==> src/rtl/seq_identifier_if.sv <==
// Stream and status bundle for the sequence identifier.
// The master drives the term stream and the slave reports the identification state.
interface seq_identifier_if;
    logic       start;
    logic       in_valid;
    logic [7:0] in_data;
    logic [7:0] cand;
    logic       locked;
    logic [2:0] match_id;
    logic       fail;
    logic [7:0] count;

    modport master (output start, in_valid, in_data,
                    input  cand, locked, match_id, fail, count);
    modport slave  (input  start, in_valid, in_data,
                    output cand, locked, match_id, fail, count);
endinterface

==> src/rtl/seq_identifier.sv <==
// Identifies which of eight mod-256 integer sequences an 8-bit term stream follows,
// by running eight reference generators in lockstep and pruning a candidate mask.
module seq_identifier #(
    parameter int unsigned CONFIRM = 4
) (
    input  logic              clk,
    input  logic              reset,
    seq_identifier_if.slave   bus
);
    typedef enum logic [1:0] {IDLE, TRACK, LOCKED, FAIL} state_e;

    state_e     state_q, state_d;
    logic [7:0] cand_q, cand_d, count_q, count_d;
    logic       locked_q, locked_d, fail_q, fail_d;
    logic [2:0] match_id_q, match_id_d;
    // Generator state: shared index, exp3, fib pair, pell pair, lucas pair, padovan triple, sylvester
    logic [7:0] idx_q, idx_d, exp_q, exp_d, syl_q, syl_d;
    logic [7:0] fa_q, fa_d, fb_q, fb_d, pa_q, pa_d, pb_q, pb_d;
    logic [7:0] la_q, la_d, lb_q, lb_d, da_q, da_d, db_q, db_d, dc_q, dc_d;

    logic [7:0][7:0] term;
    logic [7:0]      hit;
    logic [8:0]      np1;
    logic            one_hot;

    always_comb begin
        np1     = {1'b0, idx_q} + 9'd1;
        term[0] = idx_q * idx_q;
        // n(n+1)/2 halves whichever factor is even so the product never needs a ninth bit
        term[2] = idx_q[0] ? idx_q * np1[8:1] : {1'b0, idx_q[7:1]} * np1[7:0];
        term[1] = exp_q;
        term[3] = fa_q;
        term[4] = pa_q;
        term[5] = la_q;
        term[6] = da_q;
        term[7] = syl_q;
        for (int k = 0; k < 8; k++) hit[k] = (term[k] == bus.in_data);
    end

    always_comb begin
        state_d = state_q;  cand_d = cand_q;  count_d = count_q;
        idx_d = idx_q;  exp_d = exp_q;  syl_d = syl_q;
        fa_d = fa_q;  fb_d = fb_q;  pa_d = pa_q;  pb_d = pb_q;
        la_d = la_q;  lb_d = lb_q;  da_d = da_q;  db_d = db_q;  dc_d = dc_q;
        one_hot = 1'b0;
        if (bus.start) begin
            state_d = IDLE;  cand_d = 8'hFF;  count_d = 8'd0;
            idx_d = 8'd0;  exp_d = 8'd1;  syl_d = 8'd2;
            fa_d = 8'd1;  fb_d = 8'd1;  pa_d = 8'd0;  pb_d = 8'd1;
            la_d = 8'd2;  lb_d = 8'd1;  da_d = 8'd1;  db_d = 8'd1;  dc_d = 8'd1;
        end else if (bus.in_valid && state_q != FAIL) begin
            cand_d  = cand_q & hit;
            count_d = (count_q == 8'hFF) ? count_q : count_q + 8'd1;
            idx_d   = idx_q + 8'd1;
            exp_d   = exp_q * 8'd3;
            syl_d   = syl_q * (syl_q - 8'd1) + 8'd1;
            fa_d = fb_q;  fb_d = fa_q + fb_q;
            pa_d = pb_q;  pb_d = {pb_q[6:0], 1'b0} + pa_q;
            la_d = lb_q;  lb_d = la_q + lb_q;
            da_d = db_q;  db_d = dc_q;  dc_d = da_q + db_q;
            one_hot = (cand_d != 8'd0) && ((cand_d & (cand_d - 8'd1)) == 8'd0);
            if (cand_d == 8'd0)                              state_d = FAIL;
            else if (one_hot && 32'(count_d) >= CONFIRM)     state_d = LOCKED;
            else                                             state_d = TRACK;
        end
        locked_d   = (state_d == LOCKED);
        fail_d     = (state_d == FAIL);
        match_id_d = 3'd0;
        if (locked_d)
            for (int k = 0; k < 8; k++)
                if (cand_d[k]) match_id_d = match_id_d | 3'(k);
    end

    always_ff @(posedge clk or posedge reset) begin
        if (reset) begin
            state_q <= IDLE;  cand_q <= 8'hFF;  count_q <= 8'd0;
            locked_q <= 1'b0;  fail_q <= 1'b0;  match_id_q <= 3'd0;
            idx_q <= 8'd0;  exp_q <= 8'd1;  syl_q <= 8'd2;
            fa_q <= 8'd1;  fb_q <= 8'd1;  pa_q <= 8'd0;  pb_q <= 8'd1;
            la_q <= 8'd2;  lb_q <= 8'd1;  da_q <= 8'd1;  db_q <= 8'd1;  dc_q <= 8'd1;
        end else begin
            state_q <= state_d;  cand_q <= cand_d;  count_q <= count_d;
            locked_q <= locked_d;  fail_q <= fail_d;  match_id_q <= match_id_d;
            idx_q <= idx_d;  exp_q <= exp_d;  syl_q <= syl_d;
            fa_q <= fa_d;  fb_q <= fb_d;  pa_q <= pa_d;  pb_q <= pb_d;
            la_q <= la_d;  lb_q <= lb_d;  da_q <= da_d;  db_q <= db_d;  dc_q <= dc_d;
        end
    end

    assign bus.cand     = cand_q;
    assign bus.locked   = locked_q;
    assign bus.match_id = match_id_q;
    assign bus.fail     = fail_q;
    assign bus.count    = count_q;
endmodule

==> src/flat_wrapper.sv <==
// flat-port wrapper written by rule: the top's interface ports become plain ports
module seq_identifier_flat 
#(
    parameter int unsigned CONFIRM = 4
)
  (clk, reset, bus_start, bus_in_valid, bus_in_data, bus_cand, bus_locked, bus_match_id, bus_fail, bus_count);
  seq_identifier_if bus_i ();
  input  logic clk;
  input  logic reset;
  input wire logic [$bits(bus_i.start)-1:0] bus_start;
  input wire logic [$bits(bus_i.in_valid)-1:0] bus_in_valid;
  input wire logic [$bits(bus_i.in_data)-1:0] bus_in_data;
  output wire logic [$bits(bus_i.cand)-1:0] bus_cand;
  output wire logic [$bits(bus_i.locked)-1:0] bus_locked;
  output wire logic [$bits(bus_i.match_id)-1:0] bus_match_id;
  output wire logic [$bits(bus_i.fail)-1:0] bus_fail;
  output wire logic [$bits(bus_i.count)-1:0] bus_count;
  assign bus_i.start = bus_start;
  assign bus_i.in_valid = bus_in_valid;
  assign bus_i.in_data = bus_in_data;
  assign bus_cand = bus_i.cand;
  assign bus_locked = bus_i.locked;
  assign bus_match_id = bus_i.match_id;
  assign bus_fail = bus_i.fail;
  assign bus_count = bus_i.count;
  seq_identifier #(.CONFIRM(CONFIRM)) u_core (.clk(clk), .reset(reset), .bus(bus_i));
endmodule
==> config.mk <==
export PLATFORM = sky130hd
export DESIGN_NAME = seq_identifier_flat
export DESIGN_NICKNAME = d
export VERILOG_FILES = /design/src/rtl/seq_identifier_if.sv /design/src/rtl/seq_identifier.sv /design/src/flat_wrapper.sv
export SDC_FILE = /design/constraint.sdc
export NUM_CORES = 1
export LEC_CHECK = 0
export ABC_AREA = 1
export CAP_MARGIN = 0
export CORE_ASPECT_RATIO = 0.7
export CORE_UTILIZATION = 35
export DETAILED_ROUTE_END_ITERATION = 10
export GPL_ROUTABILITY_DRIVEN = 0
export PLACE_DENSITY = 0.58
export SETUP_SLACK_MARGIN = 0.4
export SLEW_MARGIN = 20
export SYNTH_ARGS = -nofsm -noshare
export SYNTH_HDL_FRONTEND = slang
export SYNTH_SLANG_ARGS = --single-unit
==> constraint.sdc <==
create_clock -name clk -period 5.15 [get_ports clk]
set_input_delay 1.2875 -clock clk [delete_from_list [all_inputs] [get_ports clk]]
set_output_delay 1.2875 -clock clk [all_outputs]
set_load 0.03 [all_outputs]
==> summary.md <==
| Metric | Value |
|---|---|
| Setup violations, final | 7 |
| Max frequency | 185 MHz |
| DRT Pass-1 Iters | 6 |
| Initial antenna violation count | 0 |
| Clock tree buffer depth | 2 |
| Row cnt | 51 |
| Worst path max stage delay | 0.56 ns |
| Die H | 144 µm |
| Hold path cells | 2 |
| Starting Density | 36.0% |
| Async S/R FF share, synth | 100% |
| Avg Synthesized Cell Area | 7.65 µm² |
| RSZ-0062 raised after global routing | true |
| Fillers | 2778 |
| Post-Syn Instances | 1323 |
| First-pass GRT wire length | 46.6 mm |
| Critical path class | reg -> reg |
| Leakage | 6.30 nW |
| Routed WL | 28.8 mm |
| Crit path buffers/inverters | 3 |
| DP Wirelength | 21.5 mm |
| Grt peak-use layer | met1 |
| Final Net Count | 1595 |
| Buffers on Ports | 32 |
| Max_slew headroom | 39.3% |
| Status | complete, but fails checks |
| Starting DRC count in detailed routing | 712 |
| EDFF count, synth | 0 |
| Largest net degree at the start of global routing | 66 |
| Layout Utilization | 44.5% |
| Final Hold Viols | 0 |
| Yosys synthesis warning count | 0 |
| Top cell by count, worst path | nand2_2 |
| CTS Sinks | 119 |
| WP data arrival | 5.77 ns |
| Total Power | 0.00309 W |
| Critical Path Stages | 31 |
| ANT nets after route | 0 |
| Via-to-Cell Ratio | 4.88 |
| Top cells by area, synth | dfrtp_1 25%, ha_1 12%, inv_1 9.8% |
| CP Max Fanout | 6 |
| Fin Setup TNS | -1.55 ns |
| Sequential element share of the synthesized area | 29.6% |
| Violated checks | setup timing |
| Min cycle time layout | 5.42 ns |
| Syn_nets | 1483 |
| Yosys top cell by area | dfrtp_1 |
| Met2 usage | 28.6% |
| CP top delay family | adder cells |
| Yosys cell types | 42 |
| CTS HTree Levels | 4 |
| CTS buffer count | 17 |
| Critical path capture point type | register |
| Met3 global-route usage | 4.48% |
| Post-route DRC | 0 |
| Diodes inserted | 0 |
| Final period util | 105% |
| Area fraction of the dominant cell type after synthesis | 25.0% |
| Worst clock skew | 0.00880 ns |
| Root buffer cell | clkbuf_16 |
| Synth Flop Type | dfrtp_1 |
| WP data required | 5.51 ns |
| Slowest CP cell | fa_1 |
| Most frequent cell after synthesis | inv_1 |
| Pwr per Cell Area | 247 nW/µm² |
| Total GRT Usage | 20.6% |
| FF-to-FF path depth | 31 |
| Commonest cells post-synth | 263 x inv_1, 241 x nand2_1, 151 x nor2_1, 101 x dfrtp_1, 99 x ha_1 |
| Vias in the first global route | 8551 |
| Ports | 33 |
| GR Util met1 | 31.9% |
| Grt total ovfl | 0 |
| Vias | 8884 |
| Synth Cell Area | 10100 µm² |
| Final WS setup | -0.266 ns |
| Total die area | 29600 µm² |
| Insertion delay to the later sink of the worst-skew pair | 0.43 ns |
| Share of post-route cells with drive strength above 1 | 16.0% |
| Max Slew Vio Count | 0 |
| Hold crit path type | reg -> reg |
| #FFs+latches synth | 119 |
| Max-cap violations | 0 |
| Clk slew on worst S/H paths | 0.06 ns |
| Max VDD drop | 0.209 mV |
| Crit start category | register |
| Core footprint | 28100 µm² |
| Die width | 205 µm |
| Least-Margin Pin Slew | 0.910 ns |
| CTS tree | done |
| Area delta synth->final | 23.5% |
| DR WL/cell | 15.8 µm |
cells by family (layout without fill, tap and decap cells):
kind of cell | count (synthesis) | after routing | share of synthesized area (%)
buffers and inverters | 310 | 435 | 11.8
flip-flops | 119 | 119 | 29.6
AO/OA/AOI/OAI | 204 | 204 | 12.0
AND/OR/NAND/NOR | 489 | 489 | 20.1
adder cells (fa/ha/maj) | 148 | 148 | 21.9
XOR/XNOR | 53 | 53 | 4.59
flip-flops by register name (all words and copies together) (netlist names), 2 cells and up:
signal,cells
u_core.bus.count,8
u_core.lb_q,8
u_core.pa_q,8
u_core.fa_q,8
u_core.db_q,8
u_core.fb_q,8
u_core.bus.cand,8
u_core.idx_q,8
u_core.dc_q,8
u_core.syl_q,8
u_core.state_q,2
u_core.pb_q,8
u_core.bus.match_id,3
u_core.la_q,8
u_core.da_q,8
u_core.exp_q,8
worst paths after layout:
path	startpoint	to	slack, ns
max in group asynchronous	reset	u_core.bus.cand[2]	2.88
min in group asynchronous	reset	u_core.pa_q[3]	1.39
worst min register to register	u_core.exp_q[0]	u_core.exp_q[0]	0.49
worst min-delay path	u_core.exp_q[0]	u_core.exp_q[0]	0.49
worst max register to register	u_core.idx_q[1]	u_core.bus.match_id[0]	-0.27
worst max-delay path	u_core.idx_q[1]	u_core.bus.match_id[0]	-0.27
area by class of cell:
class / count / area (µm²) / share of cell area [%]
sequential: 119 / 3000 / 24.0
multi-input combinational: 894 / 6230 / 49.9
timing repair buffer: 135 / 1170 / 9.39
clock inverter: 10 / 153 / 1.22
inverter: 268 / 1020 / 8.13
tap: 371 / 464 / 3.72
clock buffer: 22 / 454 / 3.64
worst register-to-register path, delay by kind of cell (launching register included):
| kind | cells | cell delay [ns] |
|---|---|---|
| and+or+nand+nor | 17 | 1.51 |
| DFF | 1 | 0.43 |
| buffers and inverters | 3 | 0.32 |
| AOI/OAI and AO/OA | 5 | 0.66 |
| adders and majority gates | 6 | 2.42 |
through the flow:
step	cell area (µm²)	setup WS, ns	hold WS [ns]	std cells
3_5_place_dp	11500	-0.443	0.480	1772
4_1_cts	12200	-0.214	0.488	1807
6_report	12500	-0.266	0.489	1819
2_1_floorplan	10200	0.00823	0.452	1323
5_1_grt	12500	-0.594	0.507	1819
3_3_place_gp	11500	-0.290	0.468	1772
repair_timing:
item | CTS | global route
setup buffers | 3 | 12
hold buffers | 0 | 0
pin swaps | 13 | 13
setup endpoints to repair | 8 | 8
gates resized for setup | 26 | 39
placed cells by master, fill, tap and decap left out, types with 40 or more instances in the layout:
cell type and n:
ha_1 89, fa_1 48, o21ai_0 63, o22ai_1 57, inv_1 257, a21oi_1 41
buf_4 91, nand3_1 40, nor2_1 134, dfrtp_1 99, nand2_1 233
report_power, final:
group | total [W] | internal, W | switching, W
Sequential | 0.00106 | 0.000996 | 0.0000681
Combinational | 0.000759 | 0.000300 | 0.000459
Clock | 0.00126 | 0.000817 | 0.000446
layer usage:
metal	vias to the layer above	share of wire [%]
met5	-	0
met4	0	1.2
met3	23	6.8
met2	231	40
met1	4187	52
li1	4443	-
Note: power is estimated with default switching activity, not from simulation.
